--- config.mk ---
export PLATFORM = sky130hd
export DESIGN_NAME = sync_fifo_level_buffer
export DESIGN_NICKNAME = d
export VERILOG_FILES = /design/src/rtl/sync_fifo_level_buffer.sv
export SDC_FILE = /design/constraint.sdc
export NUM_CORES = 1
export LEC_CHECK = 0
export BUFFER_PORTS_ARGS = -buffer_cell sky130_fd_sc_hd__buf_2
export CORE_UTILIZATION = 30
export CTS_CLUSTER_DIAMETER = 40
export DETAILED_ROUTE_END_ITERATION = 12
export PLACE_DENSITY_LB_ADDON = 0.3
export SYNTH_ARGS = -nofsm -noshare
export SYNTH_HDL_FRONTEND = slang
export SYNTH_SLANG_ARGS = --single-unit
--- constraint.sdc ---
create_clock -name clk_i -period 2.8 [get_ports clk_i]
set_input_delay 0 -clock clk_i [delete_from_list [all_inputs] [get_ports clk_i]]
set_output_delay 0 -clock clk_i [all_outputs]
set_load 0.01 [all_outputs]
--- src/rtl/sync_fifo_level_buffer.sv ---
`default_nettype none
// ============================================================================
//  Module      : sync_fifo_level_buffer
//  Description : Single-clock FIFO with registered occupancy, programmable
//                almost-full / almost-empty levels, synchronous flush,
//                sticky overflow / underflow flags and selectable
//                first-word-fall-through or registered read data.
//  Revision    : 1.0 - initial release
// ============================================================================
module sync_fifo_level_buffer #(
   parameter int DATA_WIDTH = 32,
   parameter int FIFO_DEPTH = 32,
   parameter int FWFT       = 1,
   parameter int AF_LEVEL   = FIFO_DEPTH - 2,
   parameter int AE_LEVEL   = 2
) (
   input  logic                            clk_i,
   input  logic                            rst_n_i,
   input  logic                            write_i,
   input  logic [DATA_WIDTH-1:0]           wr_data_i,
   input  logic                            read_i,
   input  logic                            flush_i,
   input  logic                            clear_err_i,
   output logic [DATA_WIDTH-1:0]           rd_data_o,
   output logic                            full_o,
   output logic                            empty_o,
   output logic                            almost_full_o,
   output logic                            almost_empty_o,
   output logic [$clog2(FIFO_DEPTH+1)-1:0] count_o,
   output logic                            overflow_o,
   output logic                            underflow_o
);

   // Pointer width guarded so an illegal depth still elaborates far enough
   // to reach the parameter checks below.
   localparam int C_PTR_W = (FIFO_DEPTH > 1) ? $clog2(FIFO_DEPTH) : 1;
   localparam int C_CNT_W = $clog2(FIFO_DEPTH + 1);

   localparam logic [C_PTR_W-1:0] C_LAST_PTR = C_PTR_W'(FIFO_DEPTH - 1);
   localparam logic [C_PTR_W-1:0] C_PTR_ONE  = C_PTR_W'(1);
   localparam logic [C_CNT_W-1:0] C_CNT_ONE  = C_CNT_W'(1);
   localparam logic [C_CNT_W-1:0] C_DEPTH    = C_CNT_W'(FIFO_DEPTH);
   localparam logic [C_CNT_W-1:0] C_AF       = C_CNT_W'(AF_LEVEL);
   localparam logic [C_CNT_W-1:0] C_AE       = C_CNT_W'(AE_LEVEL);

   // ------------------------------------------------------------------
   // Elaboration-time parameter legality
   // ------------------------------------------------------------------
   if (FIFO_DEPTH < 2) begin : g_bad_depth
      $error("sync_fifo_level_buffer: FIFO_DEPTH must be >= 2");
   end
   if ((AF_LEVEL < 1) || (AF_LEVEL > FIFO_DEPTH)) begin : g_bad_af
      $error("sync_fifo_level_buffer: AF_LEVEL must be in 1..FIFO_DEPTH");
   end
   if ((AE_LEVEL < 0) || (AE_LEVEL > FIFO_DEPTH - 1)) begin : g_bad_ae
      $error("sync_fifo_level_buffer: AE_LEVEL must be in 0..FIFO_DEPTH-1");
   end
   if ((FWFT != 0) && (FWFT != 1)) begin : g_bad_fwft
      $error("sync_fifo_level_buffer: FWFT must be 0 or 1");
   end

   // ------------------------------------------------------------------
   // State
   // ------------------------------------------------------------------
   logic [DATA_WIDTH-1:0] r_mem [FIFO_DEPTH];
   logic [C_PTR_W-1:0]    r_wr_ptr;
   logic [C_PTR_W-1:0]    r_rd_ptr;
   logic [C_CNT_W-1:0]    r_count;
   logic                  r_full;
   logic                  r_empty;
   logic                  r_almost_full;
   logic                  r_almost_empty;
   logic                  r_overflow;
   logic                  r_underflow;

   logic                  w_wr_acc;
   logic                  w_rd_acc;
   logic [C_CNT_W-1:0]    w_count_nxt;

   // Flush masks both requests; full/empty gate acceptance from their
   // registered values so a full FIFO drops a write even alongside a read.
   assign w_wr_acc = write_i & ~r_full  & ~flush_i;
   assign w_rd_acc = read_i  & ~r_empty & ~flush_i;

   // Next occupancy: flush empties, otherwise +write -read.
   always_comb begin
      w_count_nxt = r_count;
      if (flush_i) begin
         w_count_nxt = '0;
      end else if (w_wr_acc && !w_rd_acc) begin
         w_count_nxt = r_count + C_CNT_ONE;
      end else if (!w_wr_acc && w_rd_acc) begin
         w_count_nxt = r_count - C_CNT_ONE;
      end
   end

   // Storage array: plain flops, contents deliberately not reset.
   always_ff @(posedge clk_i) begin
      if (w_wr_acc) begin
         r_mem[r_wr_ptr] <= wr_data_i;
      end
   end

   // Read/write pointers with explicit wrap at FIFO_DEPTH-1 (any depth).
   always_ff @(posedge clk_i or negedge rst_n_i) begin
      if (!rst_n_i) begin
         r_wr_ptr <= '0;
         r_rd_ptr <= '0;
      end else if (flush_i) begin
         r_wr_ptr <= '0;
         r_rd_ptr <= '0;
      end else begin
         if (w_wr_acc) begin
            r_wr_ptr <= (r_wr_ptr == C_LAST_PTR) ? '0 : r_wr_ptr + C_PTR_ONE;
         end
         if (w_rd_acc) begin
            r_rd_ptr <= (r_rd_ptr == C_LAST_PTR) ? '0 : r_rd_ptr + C_PTR_ONE;
         end
      end
   end

   // Occupancy and all level flags registered together from next count.
   always_ff @(posedge clk_i or negedge rst_n_i) begin
      if (!rst_n_i) begin
         r_count        <= '0;
         r_full         <= 1'b0;
         r_empty        <= 1'b1;
         r_almost_full  <= 1'b0;
         r_almost_empty <= 1'b1;
      end else begin
         r_count        <= w_count_nxt;
         r_full         <= (w_count_nxt == C_DEPTH);
         r_empty        <= (w_count_nxt == '0);
         r_almost_full  <= (w_count_nxt >= C_AF);
         r_almost_empty <= (w_count_nxt <= C_AE);
      end
   end

   // Sticky error flags; a new error wins over a simultaneous clear.
   always_ff @(posedge clk_i or negedge rst_n_i) begin
      if (!rst_n_i) begin
         r_overflow  <= 1'b0;
         r_underflow <= 1'b0;
      end else begin
         if (write_i && r_full) begin
            r_overflow <= 1'b1;
         end else if (clear_err_i) begin
            r_overflow <= 1'b0;
         end
         if (read_i && r_empty) begin
            r_underflow <= 1'b1;
         end else if (clear_err_i) begin
            r_underflow <= 1'b0;
         end
      end
   end

   // ------------------------------------------------------------------
   // Read data path
   // ------------------------------------------------------------------
   if (FWFT != 0) begin : g_fwft
      // Head word visible combinationally while the FIFO is non-empty.
      assign rd_data_o = r_mem[r_rd_ptr];
   end else begin : g_reg_read
      logic [DATA_WIDTH-1:0] r_rd_data;

      // Capture the head on an accepted read; hold otherwise.
      always_ff @(posedge clk_i or negedge rst_n_i) begin
         if (!rst_n_i) begin
            r_rd_data <= '0;
         end else if (w_rd_acc) begin
            r_rd_data <= r_mem[r_rd_ptr];
         end
      end

      assign rd_data_o = r_rd_data;
   end

   assign count_o        = r_count;
   assign full_o         = r_full;
   assign empty_o        = r_empty;
   assign almost_full_o  = r_almost_full;
   assign almost_empty_o = r_almost_empty;
   assign overflow_o     = r_overflow;
   assign underflow_o    = r_underflow;

endmodule
`default_nettype wire

* Word-level counts from Yosys, hierarchy flattened
Memories as Yosys holds them, arrays and structs flattened.
Cells that the tools add are included.
** Storage, ports and cells
- Flip-flop bits (word level) :: 22
- Latch bits :: 0
- Input bits :: 38
- Bits in read-only memories :: 0
- Memories :: 1
- Memory bits (writable) :: 1024
- Logic and storage cells :: 51
** Memories
- r_mem :: words 32, width 32, read ports 1, clocked after Yosys merged registers in 0, wr ports 1, line 65 : logic [DATA_WIDTH-1:0] r_mem [FIFO_DEPTH];
** Operators by class
- $mul :: 0
- Bitwise operators :: 7
- Equal/unequal tests :: 3
- Shifts and indexed selects :: 0
- $lt $le $gt $ge :: 2
- Divide/modulo/power cells :: 0
- Multiplexer cells :: 14
- Add/sub/neg operators :: 4
- Reduce and logical (&&, ||, !) cells :: 11
** Operator list (count)
- 5-bit 2-to-1 mux :: 6
- 6-bit 2-to-1 mux :: 3
- 5-bit by 1-bit adder with 5-bit output (second input constant) :: 2
- 5-bit equality test (second input constant) :: 2
- 2-bit nonzero test :: 4
- 6-bit by 1-bit adder with 6-bit output (second input constant) :: 1
- 6-bit equality test (second input constant) :: 1
- 6-bit by 5-bit greater-or-equal comparator with 1-bit output (second input constant) :: 1
- 6-bit by 2-bit <= comparator with 1-bit output (second input constant) :: 1
- 6-bit zero test :: 1
- 6-bit by 1-bit subtractor with 6-bit output (second input constant) :: 1
- 1-bit 2-to-1 mux :: 5
- 1-bit bitwise AND :: 4
- 1-bit logical AND :: 4
- 1-bit inverter :: 3
- 1-bit zero test :: 2

* Logic depth before layout (Yosys ltp)
- Word-level depth :: 9
- Gate-level depth with buffers :: 9

* Worst setup path before layout
OpenSTA, ideal clock, no wires.
- Kind :: reg2reg
- Start :: register r_full (netlist: full_o)
- End :: memory r_mem[30][0], enable pin
- Library setup time :: 0.421 ns
- Stages on the path, launching flop included :: 7
- Setup slack :: -0.307 ns
- Required time :: 2.379 ns
- Data arrival time :: 2.686 ns
- Period minus slack after synthesis :: 3.107 ns
- Cells stage by stage :: dfrtp_1 -> nand2b_1 -> clkbuf_1 -> buf_2 -> nor2_1 -> nand2_1 -> nor2_1
** Between the ends
- Longest elaborated chain between the ends :: 5
** RTL lines
- start, declared :: line 69 : logic r_full;
- start signal, assigned :: line 132 : r_full <= (w_count_nxt == C_DEPTH);
- 1-bit inverter :: line 82 : assign w_wr_acc = write_i & ~r_full & ~flush_i;
- 1-bit bitwise AND (2 in series) :: line 82
- 1-bit 2-to-1 mux :: line 99 : if (w_wr_acc) begin
- 1-bit 2-to-1 mux (implied by the code) :: line 100 : r_mem[r_wr_ptr] <= wr_data_i;
- end, declared :: line 65
No other way between the ends.

* Worst setup path after layout
- Start :: register r_rd_ptr[0]
- End :: output rd_data_o[4]
** Between the ends
- Longest elaborated chain between the ends :: 1
** RTL lines
- start, declared :: line 67 : logic [C_PTR_W-1:0] r_rd_ptr;
- start signal, assigned :: line 117 : r_rd_ptr <= (r_rd_ptr == C_LAST_PTR) ? '0 : r_rd_ptr + C_PTR_ONE;
- memory 32 x 32 bit
- end, declared :: line 24 : output logic [DATA_WIDTH-1:0] rd_data_o,
No other way between the ends.

==> out/metrics.yaml <==
critical_path:
  crit_arrival_ps: 3040
  reg2reg_depth: 10
  r2r_start: "r_rd_ptr[0]"
  cp.required_ps: 2800
  crit_top_cell: "buf_12"
  worst-path-max-fanout: 7
  cp_cell_sequence: "buf_12 > buf_12 > buf_16 > mux4_2 > a221o_1 > a21oi_2 > a221oi_2 > buf_4 > buf_2"
  r2r-end: "r_rd_ptr[3]"
  slowest_delay_ps: 490
  critPathKind: "register to primary output"
  worst-path-buf-inv: 5
  rrSetupSlack_ps: 400
  critical_path.slowest_cell: "dfrtp_4"
  end_kind: "primary output"
  cp_top_family: "buffers and inverters"
  cp-start-kind: "register"
clocking:
  clk_latency_ps: 740
  cts_tree: "yes"
  htree_levels: 4
  cts_made_buffers: 137
  clock-root-buffer: "clkbuf_16"
  cts_buffer_depth: 3
  cts_num_sinks: 1046
  clkTransAtPathRegs_ps: 50
worst_hold_path:
  min_path_type: "input pin to register"
  whs_endpoint: "underflow_o"
  worstHoldStart: "read_i"
  holdPathStages: 4
floorplanning:
  rows: 134
  die_w_um: 368.9
  core_region_area_um2: 133500
  die_area_um2: 136100
  die_y_um: 368.9
  start_util_pct: 30.26
  boundaryPins: 82
logic_synthesis:
  ys_top_cells_by_count: "edfxtp_1, mux4_2, mux2i_1, nor2_1, a21oi_1"
  yosys_register_bits: 1046
  synth-edff-count: 1024
  async_flop_share_pct: 2.103
  synth_ff_type: "edfxtp_1"
  synthesis.area_um2: 40390
  yosysSeqAreaShare_pct: 77.51
  synth_area_leaders: "edfxtp_1, mux4_2, mux2i_1, dfrtp_1, mux2_2"
  syn_nets: 1806
  synth_top_area_share_pct: 76.14
  yosysMostFrequentCell: "edfxtp_1"
  synth.avg_cell_area_um2: 22.96
  ys_types: 52
  synth_top_area_cell: "edfxtp_1"
  synth_cells: 1759
  yosysWarnings: 0
global_routing:
  grt_pass1_wl_um: 152200
  grt_usage_pct: 15.71
  globalRouteOverflowTotal: 0
  first_global_vias: 20940
  antenna_found_initial: 3
  grt_max_degree: 45
place:
  place_area_um2: 44180
  dp.cells: 3625
  port_buffers: 81
  pre_cts_slack_ps: 277.3
  place_hpwl_um: 57210
  gp_congestion: 0.7289
timing:
  rsz0062_at_grt: "true"
  hold_slack_ps: 105.5
  hold_violations: 0
  slew_viol_final: 0
  max_freq_ghz: 0.3295
  maxSlewHeadroom_pct: 29.81
  fin_ws_ps: -235.0
  fin_crit_ps: 3035
  setup_viol: 31
  finalSetupTns_ps: -4683
  max_slew.worst_pin.slew_ps: 1049
  min_period_over_period_pct: 108.4
  fin_skew_ps: 29.91
power_and_ir_drop:
  netSwitchingFraction_pct: 22.97
  combinationalPowerShare_pct: 11.8
  power_frac_seq_pct: 44.0
  irDropWorstVdd_uv: 544.0
  p_sw_mw: 9.096
  internal_power_mw: 30.50
  clkPwrFrac_pct: 44.2
  leakage_nw: 15.84
  p_per_area_nw_per_um2: 777.0
  power_mw: 39.60
detailed_routing:
  wl_per_cell_um: 26.84
  final_antenna_net_count: 0
  first_iter_violations: 2109
  avgViaCountPerCell: 5.058
  drc: 0
  firstDrtPassIters: 7
  num_vias: 20130
  wl_um: 106800
finish:
  layout-drive-gt1-share_pct: 40.30
  fillers: 11990
  final_core_util_pct: 38.18
  final_cell_count_no_fill: 3980
  nets: 2146
  area_delta_synth_final_pct: 26.18
  final_area_um2: 50960
outcome:
  run_status: "complete, but fails checks"
  failed_checks: "setup timing"
job:
  maxCapViolCount: 0
## cells in the final DEF, fill, tap and decap left out, types with 11 or more instances in the layout
| master | n |
|---|---|
| mux2i_1 | 50 |
| buf_2 | 73 |
| a221o_1 | 32 |
| dfrtp_1 | 15 |
| buf_6 | 23 |
| clkinv_2 | 14 |
| clkbuf_1 | 18 |
| bufinv_16 | 15 |
| clkinv_1 | 14 |
| nor2_1 | 12 |
| buf_12 | 50 |
| mux4_2 | 256 |
| nor2_4 | 33 |
| a221oi_2 | 24 |
| buf_4 | 82 |
| buf_16 | 24 |
| dlygate4sd3_1 | 42 |
| clkinvlp_4 | 21 |
| edfxtp_1 | 1024 |
| nand2_1 | 19 |
| mux2_4 | 15 |
| mux2i_2 | 11 |
| clkbuf_16 | 143 |
| a21oi_4 | 11 |
| a21oi_1 | 13 |
| a21oi_2 | 20 |
| mux2_2 | 17 |
## worst min-delay path, stage by stage
cell and delay [ps]:
dlygate4sd3_1 510, buf_2 140, nand2_1 50, o21ai_0 70
## power by group through the flow
| stage | sequential (mW) | combinational (mW) | clock, mW |
|---|---|---|---|
| 6_report | 17.4 | 4.68 | 17.5 |
| 5_1_grt | 17.4 | 4.99 | 18.5 |
| 3_5_place_dp | 17.7 | 3.64 | 0 |
| 3_3_place_gp | 17.7 | 3.59 | 0 |
| 2_1_floorplan | 17.7 | 2.40 | 0 |
| 4_1_cts | 17.4 | 4.49 | 17.8 |
## logic make-up (layout without fill, tap and decap cells)
group	after synthesis	after routing	synth area share [%]
xor+xnor	2	2	0.04338
buf+inv	110	562	1.577
other cells	0	1	0
fa+ha+maj	9	9	0.2788
mux	352	352	16.75
flops	1046	1046	77.51
compound gates	130	130	2.432
simple gates	110	110	1.407
## state kept, by name (all words and copies together), names as in the netlist
register and flops:
almost_empty_o 1, almost_full_o 1, count_o 6, empty_o 1, full_o 1, overflow_o 1
r_mem 1024, r_rd_ptr 5, r_wr_ptr 5, underflow_o 1
## final cells by class
cell class	instances	area, µm²	area share [%]
clock inverter	93	1072	2.104
sequential	1046	31320	61.46
tap	1768	2212	4.341
antenna	1	2.502	0.004911
multi-input combinational	603	9249	18.15
timing repair buffer	303	3505	6.877
clock buffer	158	3571	7.007
inverter	8	30.03	0.05893
## per-layer routing
metal / track usage, % / wire [µm] / up-vias
li1: - / - / 8293
met1: 21.74 / 46820 / 11020
met2: 25.14 / 51730 / 679
met3: 3.028 / 6060 / 134
met4: 4.429 / 2204 / 2
met5: 0 / 15 / -
## worst max-delay path by stage
| stage | startpoint | endpoint | slack (ps) | cells after the start |
|---|---|---|---|---|
| floorplan | full_o | r_mem[30][0] | -310 | 6 |
| global placement | r_rd_ptr[3] | rd_data_o[6] | 270 | 6 |
| detailed placement | r_rd_ptr[3] | rd_data_o[6] | 280 | 6 |
| CTS | r_rd_ptr[0] | rd_data_o[3] | -290 | 9 |
| global route | r_rd_ptr[0] | rd_data_o[3] | -320 | 9 |
| finish | r_rd_ptr[0] | rd_data_o[4] | -240 | 9 |
## timing repair
item / in CTS / in global routing
hold endpoints to repair: 1068 / 0
hold buffers: 42 / 0
setup endpoints to repair: 32 / 32
buffers inserted: 33 / 21
pin swaps: 18 / 27
resized for setup: 102 / 77
cloned: 14 / 3
(Power assumes the default switching activity.)
